==> src/rtl/cool_heat_pkg.sv <==
// cool_heat_pkg: shared states, configuration-byte fields and mode values for cool_heat_system
package cool_heat_pkg;
    typedef enum logic [1:0] {IDLE, RAMP_UP, HOLD, RAMP_DOWN} chs_state_e;
    localparam int PWR_LSB = 0;
    localparam int PWR_MSB = 3;
    localparam int MODE_BIT = 4;
    localparam int EN_BIT = 5;
    localparam logic MODE_COOL = 1'b0;
    localparam logic MODE_HEAT = 1'b1;
endpackage

==> src/rtl/cool_heat_system_if.sv <==
// cool_heat_system_if: configuration inputs and actuator outputs of the HVAC controller
interface cool_heat_system_if #(parameter int PWM_WIDTH = 8);
    logic [7:0] chs_conf;
    logic [PWM_WIDTH-1:0] speed;
    logic [3:0] chs_power;
    logic chs_mode;
    logic pwm_data;
    modport master (output chs_conf, speed, input chs_power, chs_mode, pwm_data);
    modport slave (input chs_conf, speed, output chs_power, chs_mode, pwm_data);
endinterface

==> src/rtl/chs_pwm_gen.sv <==
// chs_pwm_gen: free-running fan PWM; duty is only reloaded at counter wrap so periods never tear
module chs_pwm_gen #(parameter int PWM_WIDTH = 8) (
    input  logic                 clk,
    input  logic                 rst,
    input  logic [PWM_WIDTH-1:0] speed,
    input  logic                 en,
    output logic                 pwm
);
    logic [PWM_WIDTH-1:0] cnt, duty;
    // counter, duty latch at zero, registered compare gated by applied power
    always_ff @(posedge clk or posedge rst) begin
        if (rst) begin
            cnt <= '0;
            duty <= '0;
            pwm <= 1'b0;
        end else begin
            cnt <= cnt + PWM_WIDTH'(1);
            duty <= cnt == '0 ? speed : duty;
            pwm <= en && (cnt < duty);
        end
    end
endmodule

==> src/rtl/cool_heat_system.sv <==
// cool_heat_system: power/mode ramp FSM plus fan PWM; CHS_SOFT_START_EN enables stepped ramping
module cool_heat_system import cool_heat_pkg::*; #(
    parameter int PWM_WIDTH = 8,
    parameter int RAMP_STEP_CYCLES = 4
) (
    input logic clk,
    input logic rst,
    cool_heat_system_if.slave bus
);
`ifdef CHS_SOFT_START_EN
    localparam bit SOFT = 1'b1;
`else
    localparam bit SOFT = 1'b0;
`endif
    localparam int TW = RAMP_STEP_CYCLES > 1 ? $clog2(RAMP_STEP_CYCLES) : 1;
    localparam logic [1:0] S_IDLE = IDLE;
    localparam logic [1:0] S_RAMP_UP = RAMP_UP;
    localparam logic [1:0] S_HOLD = HOLD;
    localparam logic [1:0] S_RAMP_DOWN = RAMP_DOWN;

    logic [1:0] state, state_n;
    logic [3:0] power, power_n, tgt, eff;
    logic mode, mode_n, req, timer_wrap, pwm, unused_rsvd;
    logic [TW-1:0] timer, timer_n;

    assign unused_rsvd = ^bus.chs_conf[7:6];
    assign tgt = bus.chs_conf[EN_BIT] ? bus.chs_conf[PWR_MSB:PWR_LSB] : 4'd0;
    assign req = bus.chs_conf[MODE_BIT] ? MODE_HEAT : MODE_COOL;
    // a pending mode change drains power to zero before the new mode may load
    assign eff = req != mode ? 4'd0 : tgt;
    assign timer_wrap = timer == TW'(RAMP_STEP_CYCLES - 1);

    // next state, power and mode; without soft start the ramp states are never entered
    always_comb begin
        state_n = state;
        power_n = power;
        mode_n = mode;
        case (state)
            S_IDLE: if (tgt != 4'd0) begin
                mode_n = req;
                power_n = SOFT ? 4'd0 : tgt;
                state_n = SOFT ? S_RAMP_UP : S_HOLD;
            end
            S_RAMP_UP:
                if (eff < power) state_n = S_RAMP_DOWN;
                else if (eff == power) state_n = power == 4'd0 ? S_IDLE : S_HOLD;
                else if (timer_wrap) begin
                    power_n = power + 4'd1;
                    state_n = power_n == eff ? S_HOLD : S_RAMP_UP;
                end
            S_HOLD: if (eff != power) begin
                power_n = SOFT ? power : eff;
                state_n = SOFT ? (eff > power ? S_RAMP_UP : S_RAMP_DOWN) : (eff == 4'd0 ? S_IDLE : S_HOLD);
            end
            default:
                if (eff > power) state_n = S_RAMP_UP;
                else if (eff == power) state_n = power == 4'd0 ? S_IDLE : S_HOLD;
                else if (timer_wrap) begin
                    power_n = power - 4'd1;
                    state_n = power_n == eff ? (eff == 4'd0 ? S_IDLE : S_HOLD) : S_RAMP_DOWN;
                end
        endcase
        timer_n = (state_n != state || state == S_IDLE || state == S_HOLD || timer_wrap) ? '0 : timer + TW'(1);
    end

    // FSM registers, cleared asynchronously
    always_ff @(posedge clk or posedge rst) begin
        if (rst) begin
            state <= S_IDLE;
            power <= 4'd0;
            mode <= MODE_COOL;
            timer <= '0;
        end else begin
            state <= state_n;
            power <= power_n;
            mode <= mode_n;
            timer <= timer_n;
        end
    end

    chs_pwm_gen #(.PWM_WIDTH(PWM_WIDTH)) u_pwm (
        .clk(clk),
        .rst(rst),
        .speed(bus.speed),
        .en(power != 4'd0),
        .pwm(pwm)
    );

    assign bus.chs_power = power;
    assign bus.chs_mode = mode;
    assign bus.pwm_data = pwm;
endmodule

==> src/flat_wrapper.sv <==
// flat-port wrapper written by rule: the top's interface ports become plain ports
module cool_heat_system_flat import cool_heat_pkg::*;
#(
    parameter int PWM_WIDTH = 8,
    parameter int RAMP_STEP_CYCLES = 4
)
  (clk, rst, bus_chs_conf, bus_speed, bus_chs_power, bus_chs_mode, bus_pwm_data);
  cool_heat_system_if #(.PWM_WIDTH(PWM_WIDTH)) bus_i ();
  input logic clk;
  input logic rst;
  input wire logic [$bits(bus_i.chs_conf)-1:0] bus_chs_conf;
  input wire logic [$bits(bus_i.speed)-1:0] bus_speed;
  output wire logic [$bits(bus_i.chs_power)-1:0] bus_chs_power;
  output wire logic [$bits(bus_i.chs_mode)-1:0] bus_chs_mode;
  output wire logic [$bits(bus_i.pwm_data)-1:0] bus_pwm_data;
  assign bus_i.chs_conf = bus_chs_conf;
  assign bus_i.speed = bus_speed;
  assign bus_chs_power = bus_i.chs_power;
  assign bus_chs_mode = bus_i.chs_mode;
  assign bus_pwm_data = bus_i.pwm_data;
  cool_heat_system #(.PWM_WIDTH(PWM_WIDTH), .RAMP_STEP_CYCLES(RAMP_STEP_CYCLES)) u_core (.clk(clk), .rst(rst), .bus(bus_i));
endmodule
==> config.mk <==
export PLATFORM = sky130hd
export DESIGN_NAME = cool_heat_system_flat
export DESIGN_NICKNAME = d
export VERILOG_FILES = /design/src/rtl/cool_heat_pkg.sv /design/src/rtl/cool_heat_system_if.sv /design/src/rtl/chs_pwm_gen.sv /design/src/rtl/cool_heat_system.sv /design/src/flat_wrapper.sv
export SDC_FILE = /design/constraint.sdc
export NUM_CORES = 1
export LEC_CHECK = 0
export ABC_AREA = 1
export CAP_MARGIN = 25
export CORE_MARGIN = 1.5
export CORE_UTILIZATION = 35
export CTS_BUF_LIST = sky130_fd_sc_hd__clkbuf_8 sky130_fd_sc_hd__clkbuf_16
export DETAILED_ROUTE_END_ITERATION = 8
export GPL_ROUTABILITY_DRIVEN = 1
export SETUP_SLACK_MARGIN = 0.5
export SLEW_MARGIN = 20
export SYNTH_ARGS = -nofsm -noshare
export SYNTH_HDL_FRONTEND = slang
export SYNTH_SLANG_ARGS = --single-unit
==> constraint.sdc <==
create_clock -name clk -period 2.35 [get_ports clk]
set_clock_uncertainty 0.05 [all_clocks]
set_input_delay 0.3525 -clock clk [delete_from_list [all_inputs] [get_ports clk]]
set_output_delay 0.3525 -clock clk [all_outputs]
set_load 0.01 [all_outputs]
## Word-level counts from Yosys, hierarchy flattened

Index checks and enable logic that the tools add are counted.

- Bits of input ports: 18
- Output and inout bits: 6
- Logic and storage cells: 69
- Bits in registers: 26

- Mux-type cells: 26
- Reductions and logical operators: 13
- $add $sub $neg: 4
- Equal/unequal tests: 16
- Magnitude comparators: 3

Operators by type and width:

| cell | count |
|---|---|
| $mux W4 | 10 |
| $mux W2 | 13 |
| $eq A4 B4 Y1 | 3 |
| $pmux W4 S3 | 1 |
| $add A8 B1 Y8 const B | 1 |
| $logic_not A4 Y1 | 2 |
| $logic_not A8 Y1 | 1 |
| $lt A8 B8 Y1 | 1 |
| $reduce_and A8 Y1 | 1 |
| $reduce_bool A4 Y1 | 2 |
| $ne A2 B1 Y1 const B | 3 |
| $pmux W2 S3 | 1 |
| $add A4 B1 Y4 const B | 1 |
| $eq A2 B2 Y1 const B | 2 |
| $gt A4 B4 Y1 | 1 |
| $lt A4 B4 Y1 | 1 |
| $ne A2 B2 Y1 const B | 2 |
| $ne A4 B4 Y1 | 1 |
| $ne A4 B4 Y1 const B | 1 |
| $sub A4 B1 Y4 const B | 1 |
| $logic_or A1 B1 Y1 | 3 |
| $ne A3 B3 Y1 const B | 1 |
| $reduce_bool A3 Y1 | 1 |
| $add A2 B1 Y2 const B | 1 |
| other kinds (7) | 7 |

## Longest topological paths before layout

- Word-level depth: 15
- Gate-level depth with buffers: 19
- Mapped depth without buffers: 19

## Cells and area by module

Synthesis repeated with hierarchy kept, for this count alone.

- Cell total of the unflattened synthesis: 279
- Area, all modules: 2010.7 um^2

By module, submodules not included:

| module | sequential area each (um^2) | times used | area an instance (um^2) | cells each |
|---|---|---|---|---|
| cool_heat_system | 225.2 | 1 | 1109.8 | 186 |
| chs_pwm_gen | 425.4 | 1 | 900.9 | 93 |

## Least setup slack after synthesis

Ideal clock, no wire load.

- Path type: register -> register
- Start: register u_core.mode, in the netlist u_core.bus.chs_mode
- End: register u_core.timer[0]
- Stages on the path, launching flop included: 20
- Path buffers: 0
- Data required time: 2.228 ns
- Slack: 0.165 ns
- Arrival time: 2.063 ns
- Library setup time: 0.072 ns
- Clock period less this slack: 2.185 ns
- Path through: dfrtp_1 inv_2 nand2_2 nand3_2 inv_2 ha_1 nand2_1 nor2_1 nand2_1 nand2_1 nand2_1 nand2_1 nor2_1 nand2_1 nand2_1 nand2_1 nand2_1 nor2_1 nand3_1 nor2_1

- Longest elaborated chain between the ends: 14
- Elaborated cells on any way between the ends: 25
- Those cells by class: order compare: 2; eq/ne: 6; mux: 13; reduce/logical: 4

RTL lines:

| element | RTL line | RTL |
|---|---|---|
| start, declared | cool_heat_system.sv:23 | `logic mode, mode_n, req, timer_wrap, pwm, unused_rsvd;` |
| start signal, assigned | cool_heat_system.sv:76 | `mode <= mode_n;` |
| $ne A1 B1 Y1 * | cool_heat_system.sv:30 | `assign eff = req != mode ? 4'd0 : tgt;` |
| $mux W4 * | cool_heat_system.sv:30 |  |
| $logic_not A4 Y1 | cool_heat_system.sv:53, cool_heat_system.sv:60 |  |
| $mux W2 | cool_heat_system.sv:53, cool_heat_system.sv:60 |  |
| $mux W2 | cool_heat_system.sv:60 | `state_n = power_n == eff ? (eff == 4'd0 ? S_IDLE : S_HOLD) : S_RAMP_DOWN;` |
| $mux W2 | cool_heat_system.sv:58 | `else if (timer_wrap) begin` |
| $mux W2 | cool_heat_system.sv:57 | `else if (eff == power) state_n = power == 4'd0 ? S_IDLE : S_HOLD;` |
| $mux W2 | cool_heat_system.sv:56 | `if (eff > power) state_n = S_RAMP_UP;` |
| $pmux W2 S3 * | cool_heat_system.sv:38 | `case (state)` |
| $ne A2 B2 Y1 * | cool_heat_system.sv:63 | `timer_n = (state_n != state \|\| state == S_IDLE \|\| state == S_HOLD \|\| timer_wrap) ? '0 : timer + TW'(1);` |
| $logic_or A1 B1 Y1 * (3 in series) | cool_heat_system.sv:63 |  |
| $mux W2 * | cool_heat_system.sv:63 |  |
| net u_core.timer_n[0] | cool_heat_system.sv:24 | `logic [TW-1:0] timer, timer_n;` |
| end signal, assigned | cool_heat_system.sv:77 | `timer <= timer_n;` |
| end, declared | cool_heat_system.sv:24 |  |

The timed path passes the listed nets; every way through them passes the cells marked *.
A chain may end at the register's enable or synchronous reset.

## Final worst setup path

- Start: input port bus_chs_conf[4]
- End: register u_core.timer[0]

- Longest elaborated chain between the ends: 15
- Elaborated cells on any way between the ends: 26
- Those cells by class: order compare: 2; eq/ne: 6; mux: 14; reduce/logical: 4

RTL lines:

| element | RTL line | RTL |
|---|---|---|
| start, declared | flat_wrapper.sv:11 | `input wire logic [$bits(bus_i.chs_conf)-1:0] bus_chs_conf;` |
| $mux W1 * | cool_heat_system.sv:28 | `assign req = bus.chs_conf[MODE_BIT] ? MODE_HEAT : MODE_COOL;` |
| $ne A1 B1 Y1 * | cool_heat_system.sv:30 |  |
| $mux W4 * | cool_heat_system.sv:30 |  |
| $logic_not A4 Y1 | cool_heat_system.sv:53, cool_heat_system.sv:60 |  |
| $mux W2 | cool_heat_system.sv:53, cool_heat_system.sv:60 |  |
| $mux W2 | cool_heat_system.sv:60 |  |
| $mux W2 | cool_heat_system.sv:58 |  |
| $mux W2 | cool_heat_system.sv:57 |  |
| $mux W2 | cool_heat_system.sv:56 |  |
| $pmux W2 S3 * | cool_heat_system.sv:38 |  |
| $ne A2 B2 Y1 * | cool_heat_system.sv:63 |  |
| $logic_or A1 B1 Y1 * (3 in series) | cool_heat_system.sv:63 |  |
| $mux W2 * | cool_heat_system.sv:63 |  |
| net u_core.timer_n[0] | cool_heat_system.sv:24 |  |

Marks and branches as above.

==> flow_metrics.tcl <==
set metrics [dict create \
    n_fill_cell 500 \
    use_met2_pct 26.34 \
    crit_fanout 4 \
    io_pins 24 \
    grt_pass1_vias 1783 \
    final_area_um2 2645 \
    power.switching_uw 1053 \
    grt_use_total_pct 16.46 \
    clockBufferDepth 2 \
    cts_sinks 26 \
    peakVddDrop_v 0.0004542 \
    status "finished clean" \
    met1_usage_pct 23.12 \
    relSlewSlack_pct 77.58 \
    multiInputGateArea_um2 1274 \
    synth_compound_area_share_pct 12.72 \
    final_layout_size_suffix_gt1_share_pct 25.25 \
    maxCapViolations 0 \
    gr-total-overflow 0 \
    gp_congestion 0.9153 \
    post_drt_via_cell_ratio 4.744 \
    root_buffer "clkbuf_8" \
    use_met3_pct 2.275 \
    coreArea_um2 5140 \
    crit_required_ps 2500 \
    critical_path_class "in2reg" \
    yosys.area_share.simple_pct 27.58 \
    dp_hpwl_mm 3.205 \
    dr.pass1.iters 6 \
    cts-hold-fix-buffers 0 \
    cp-end-kind "flip-flop" \
    setup_viol 0 \
    power_density_nw_per_um2 939.8 \
    num_antenna_cells 0 \
    finalNonFillerCells 371 \
    grt_setup_unrepaired "yes" \
    hold_viol 0 \
    htreeDepth 1 \
    grt_pass1_wl_mm 7.907 \
    wl_per_cell_um 11.53 \
    die_h_um 76.25 \
    row_count 26 \
    io_buffers 21 \
    vias 1760 \
    yosys_warnings 0 \
    antenna_found_initial 0 \
    chipWidth_um 76.25 \
    ys_seq_area_share_pct 34.64 \
    cts-buffers-inserted 3 \
    crit_path_max_incr_delay_ps 330 \
    worstPathArrival_ps 2400 \
    top_usage_layer "met2" \
    cpMostUsedCell "nand2_1" \
    path_cells "dlygate4sd2_1 > buf_4 > nand2_4 > nand4_1 > ha_4 > nand2_4 > nor2_4 > nand2_2 > nand2_2 > nand2_1 > nand2_1 > nor2_1 > nand2_1 > nand2_1 > nand2_1 > nand2_1 > nor2_2 > nand3_2 > nor2_2" \
    slowest_stage "ha_4" \
    avgSynthCellArea_um2 7.482 \
    wl_mm 4.277 \
    syn2layout_area_growth_pct 40.84 \
    leakage_uw 0.001289 \
    grt_max_degree 27 \
    drcViolationCount 0 \
    startpoint_type "input port" \
    synth_fa_ha_area_share_pct 13.32 \
    synth.distinct_cells 27 \
    start_util_pct 36.54 \
    muxShareOfSynthArea_pct 0.5996 \
    layout.nets 340 \
    dp_cells 359 \
    path_clk_slew_ps 100 \
    rrSetupSlack_ps 110 \
    slew_viol_final 0 \
    ys_ff_latch 26 \
    postPlaceCellArea_um2 2381 \
    drtIter0Drc 103 \
    hp-class "in2async" \
    r2r_cells 17 \
    seq_area_um2 653.1 \
    synth_nets 289 \
    holdWs_ps 366.1 \
    synth_top_family_by_area "simple AND/OR/NAND/NOR gates" \
    period_minus_slack_ps 2244 \
    power_uw 2486 \
    clk_latency_ps 270 \
    finalSetupTns_ps 0 \
    power.share.clock_pct 15.1 \
    p_int_uw 1432 \
    die_area_um2 5814 \
    swShare_pct 42.37 \
    synth_area_um2 1878 \
    fin_crit_sh_pct 95.49 \
    p_comb_share_pct 61.4 \
    cts_tree "yes" \
    ant_nets 0 \
    synth-xor-area-share_pct 3.264 \
    worst_slew_pin_slew_ps 333.8 \
    fmax_mhz 445.6 \
    synthCells 251 \
    pwr-share-seq_pct 23.5 \
]
-- kinds of logic (layout without fill, tap and decap cells) --
family,after synthesis,after routing
flip-flops,26,26
XOR/XNOR,7,7
adder cells (fa/ha/maj),20,20
AO/OA/AOI/OAI,42,42
multiplexers,1,1
buffers and inverters,39,89
AND/OR/NAND/NOR,116,116
-- state kept, by name, indices dropped and copies added, names as in the netlist --
| register | cells |
|---|---|
| u_core.u_pwm.duty | 8 |
| u_core.state | 2 |
| u_core.bus.chs_mode | 1 |
| u_core.timer | 2 |
| u_core.bus.chs_power | 4 |
| u_core.u_pwm.cnt | 8 |
| u_core.u_pwm.pwm | 1 |
-- worst paths after layout --
check                               startpoint                    to
setup / recovery               bus_chs_conf[4]       u_core.timer[0]
hold / removal                             rst  u_core.u_pwm.duty[0]
setup reg to reg           u_core.bus.chs_mode       u_core.timer[0]
hold reg to reg                u_core.timer[0]       u_core.timer[0]
max in group asynchronous                  rst   u_core.bus.chs_mode
min in group clk               u_core.timer[0]       u_core.timer[0]
-- timing repair --
action / in CTS / in global routing
setup buffers: 7 / 1
endpoints found under the setup margin: 8 / 8
pin swaps: 20 / 12
gates resized for setup: 28 / 13
cloned: 0 / 0
-- cells in the mapped netlist --
| cell type | count | area share (%) |
|---|---|---|
| o21ai_1 | 3 | 0.80 |
| nor2_4 | 1 | 0.60 |
| nor3_1 | 1 | 0.27 |
| xnor2_1 | 2 | 0.93 |
| nand3_2 | 2 | 1.1 |
| nand2_2 | 4 | 1.3 |
| ha_1 | 20 | 13 |
| nand3_1 | 13 | 3.5 |
| dfrtp_1 | 26 | 35 |
| clkinv_1 | 2 | 0.40 |
| nor2_1 | 35 | 7.0 |
| a21boi_0 | 1 | 0.40 |
| a21oi_1 | 19 | 5.1 |
| o31ai_1 | 1 | 0.40 |
| inv_1 | 32 | 6.4 |
| xor2_1 | 5 | 2.3 |
| o211ai_1 | 4 | 1.6 |
| mux2_2 | 1 | 0.60 |
| o221ai_1 | 2 | 0.93 |
| clkbuf_1 | 1 | 0.20 |
| o21ai_0 | 11 | 2.9 |
| o2111a_1 | 1 | 0.60 |
| nand4_1 | 7 | 2.3 |
| nor4_4 | 1 | 1.1 |
| nand2_1 | 52 | 10 |
| clkbuf_2 | 1 | 0.27 |
| inv_2 | 3 | 0.60 |
-- routing by layer --
layer | vias to the layer above | share of wire (%)
met5 | - | 0
met4 | 0 | 0.77
met3 | 2 | 3.1
met2 | 32 | 46
met1 | 803 | 50
li1 | 923 | -
-- area by class of cell --
type | instances | share of cell area (%)
timing repair buffer | 48 | 15.85
multi-input combinational | 186 | 48.16
clock buffer | 3 | 1.561
inverter | 37 | 5.298
clock inverter | 1 | 1.135
tap | 70 | 3.311
sequential | 26 | 24.69
-- critical path: cells and delay by family --
kind                       cells  cell delay [ps]
buffers and inverters          2              390
adders and majority gates      1              330
and+or+nand+nor               16             1320
-- through the flow --
stage          setup WS [ps]  utilization [%]
2_1_floorplan          235.9                -
3_3_place_gp          -374.3            46.32
3_5_place_dp          -391.6            46.32
4_1_cts                101.3            50.27
5_1_grt               -79.10            51.46
6_report               105.9            51.46
-- power by group through the flow --
stage                     clock (uW)  sequential (uW)  combinational (uW)
after CTS                        390              581                1420
after global routing             413              592                1710
final                            377              584                1530
after global placement             0              585                1230
after detailed placement           0              584                1230
after floorplan                    0              589                 818
-- layout by cell type (no fill, tap or decap), types with 2 or more instances in the layout --
| cell type | count |
|---|---|
| nand2_1 | 45 |
| inv_1 | 29 |
| nor2_1 | 26 |
| buf_4 | 24 |
| dfrtp_1 | 24 |
| clkdlybuf4s50_1 | 17 |
| a21oi_1 | 16 |
| ha_1 | 16 |
| nand3_1 | 11 |
| o21ai_0 | 8 |
| nand4_1 | 7 |
| nand2_2 | 6 |
| inv_2 | 6 |
| nand2_4 | 5 |
| nor2_4 | 5 |
| xor2_1 | 5 |
| nor2_2 | 5 |
| o21ai_1 | 4 |
| o211ai_1 | 4 |
| ha_4 | 4 |
| dlygate4sd2_1 | 4 |
| clkbuf_8 | 3 |
| buf_6 | 3 |
| nand3_4 | 2 |
| a21oi_2 | 2 |
| nand3_2 | 2 |
| xnor2_1 | 2 |
| o221ai_1 | 2 |
| dfrtp_2 | 2 |
(Power assumes the default switching activity.)
==> RTL change (same settings) <==
`PWM_WIDTH` is set to 8 in 4 places; all go to 12.
--- a/src/rtl/cool_heat_system_if.sv
+++ b/src/rtl/cool_heat_system_if.sv
@@ -1,4 +1,4 @@
 // cool_heat_system_if: configuration inputs and actuator outputs of the HVAC controller
-interface cool_heat_system_if #(parameter int PWM_WIDTH = 8);
+interface cool_heat_system_if #(parameter int PWM_WIDTH = 12);
     logic [7:0] chs_conf;
     logic [PWM_WIDTH-1:0] speed;
--- a/src/rtl/chs_pwm_gen.sv
+++ b/src/rtl/chs_pwm_gen.sv
@@ -1,4 +1,4 @@
 // chs_pwm_gen: free-running fan PWM; duty is only reloaded at counter wrap so periods never tear
-module chs_pwm_gen #(parameter int PWM_WIDTH = 8) (
+module chs_pwm_gen #(parameter int PWM_WIDTH = 12) (
     input  logic                 clk,
     input  logic                 rst,
--- a/src/rtl/cool_heat_system.sv
+++ b/src/rtl/cool_heat_system.sv
@@ -1,5 +1,5 @@
 // cool_heat_system: power/mode ramp FSM plus fan PWM; CHS_SOFT_START_EN enables stepped ramping
 module cool_heat_system import cool_heat_pkg::*; #(
-    parameter int PWM_WIDTH = 8,
+    parameter int PWM_WIDTH = 12,
     parameter int RAMP_STEP_CYCLES = 4
 ) (
--- a/src/flat_wrapper.sv
+++ b/src/flat_wrapper.sv
@@ -2,5 +2,5 @@
 module cool_heat_system_flat import cool_heat_pkg::*;
 #(
-    parameter int PWM_WIDTH = 8,
+    parameter int PWM_WIDTH = 12,
     parameter int RAMP_STEP_CYCLES = 4
 )
Interface: changed (resized bus_speed); port bits go from 24 to 28. The function was not compared with the original's and may differ.
==> RTL change against the unedited design <==
- design area increased by 17%
- via count up 20%
- global-route usage is 0.96 points lower
- non-clock buffer count increased by 3
- setup slack lost 0.076 ns
- area after synthesis rose by 23%
- power up 16%
- routed wire length is 19% higher
- sequential cell count up 8
- critical path depth down 4
- largest power group unchanged
==> RTL change: results (changes against the unedited design) <==
[power]
internal_power_mw=1.66  ; +16%
seqPwrFrac_pct=26.3  ; +2.8 points
powerDensity_nw_per_um2=930  ; -1.0%
ir_drop_uv=604  ; +33%
p_leak_nw=1.56  ; +21%

[clock_network]
path_clk_slew_ns=0.07  ; -0.03 ns
cts_buffers=5  ; +2
htreeDepth=2  ; +1

[logic_synthesis]
synth_common_cells=nand2_1 (64), inv_1 (46), dfrtp_1 (34)
yosysTopAreaCellShare_pct=36.8  ; +2.2 points
synth_cell_types=24  ; -11%
yosys-top-cells-area=dfrtp_1 (37%), ha_1 (13%), nand2_1 (10%), inv_1 (7.5%), mux2_2 (5.9%)
syn_nets=334  ; +16%
synthAdderAreaFrac_pct=13.0  ; -0.32 points
yosysSeqAreaShare_pct=36.8  ; +2.2 points

[global_routing]
grt_usage_pct=15.5  ; -0.96 points
grt_pass1_vias=2136  ; +20%
grt_pass1_wl_mm=9.13  ; +15%
grt_max_degree=35  ; +30%

[cells_and_area]
drive_above_1_share_pct=22.5  ; -2.7 points
fillers=623  ; +25%
final_nets=391  ; +15%

[sta]
hold_ws_ns=0.382  ; +0.0155 ns
slew_headroom_pct=71.5  ; -6.1 points

[status]
status=finished clean

[place]
port_buffers=25  ; +19%
gp_congestion=0.940  ; +2.7%
hpwlAfterDp_mm=4.00  ; +25%

[worst_hold_path]
hp-class=flop to flop

[worst_setup_path]
rrSetupSlack_ns=0.04  ; -0.07 ns
r2r_end=u_core.bus.chs_power[0]$_DFFE_PP0P_

-- RTL change: cell types whose count changed in the layout (fill, tap and decap cells not counted), sizes merged, moves of 3 or more --
cell | before | now
mux2 | 1 | 12
ha | 20 | 24
dfrtp | 26 | 34
nand3 | 15 | 24
a21oi | 19 | 9
inv | 35 | 47
clkdlybuf4s50 | 17 | 21
dlygate4sd2 | 4 | 1
nand2 | 56 | 67
nor2 | 36 | 28
clkbuf | 3 | 6
-- RTL change: what timing repair did --
item | CTS | global route
pin swaps | 10 | 16
endpoints found under the setup margin | 8 | 9
hold buffers | 0 | 0
setup buffers | 5 | 1
gates resized for setup | 28 | 16
-- RTL change: critical path: stages --
cell and delay (ns):
clkdlybuf4s50_1 0.48, nand2_1 0.11, nor2_4 0.13, ha_4 0.21, nand2_2 0.06, inv_2 0.04
nand3_4 0.09, inv_4 0.05, nand2_4 0.06, nand2_4 0.05, buf_4 0.14, nor4_4 0.39
buf_4 0.19, nand2_1 0.04, o21ai_1 0.07
-- RTL change: logic make-up (layout without fill, tap and decap cells) --
logic type	Yosys count	count (layout)
AOI/OAI and AO/OA	30	30
xor gates and xnor gates	11	11
adders and majority gates	24	24
buffers and inverters	48	106
DFF	34	34
muxes	12	12
and+or+nand+nor	129	129
-- RTL change: worst max path at each step --
stage	startpoint	to	slack, ns	depth (start not counted)
2_1_floorplan	u_core.bus.chs_mode$_DFFE_PP0P_	u_core.timer[0]$_DFF_PP0_	0.20	22
3_3_place_gp	bus_chs_conf[4]	u_core.timer[0]$_DFF_PP0_	-0.41	18
3_5_place_dp	bus_chs_conf[4]	u_core.timer[1]$_DFF_PP0_	-0.42	18
4_1_cts	u_core.bus.chs_mode$_DFFE_PP0P_	u_core.bus.chs_power[0]$_DFFE_PP0P_	0.11	15
5_1_grt	u_core.bus.chs_mode$_DFFE_PP0P_	u_core.timer[1]$_DFF_PP0_	-0.1	22
6_report	bus_chs_conf[3]	u_core.bus.chs_power[0]$_DFFE_PP0P_	0.03	15
-- RTL change: final cells by class --
class	instances	share of cell area, %
clock inverter	2	0.283
sequential	34	27.6
inverter	47	5.87
timing repair buffer	51	14.7
multi-input combinational	206	45.8
tap	77	3.12
clock buffer	6	2.67
-- RTL change: metrics by stage --
| step | instance area (sq um) | instances |
|---|---|---|
| finish | 3090 | 423 |
| global route | 3090 | 423 |
| CTS | 3020 | 422 |
| detailed placement | 2810 | 409 |
| global placement | 2810 | 409 |
| floorplan | 2320 | 288 |
-- RTL change: metal layers --
| metal | vias up | part of all wire [%] | GRT usage [%] |
|---|---|---|---|
| li1 | 1057 | - | - |
| met2 | 41 | 45 | 24.8 |
| met1 | 1005 | 50 | 21.1 |
| met3 | 4 | 4.4 | 4.03 |
| met4 | 0 | 0.39 | 3.43 |
| met5 | - | 0 | 0 |
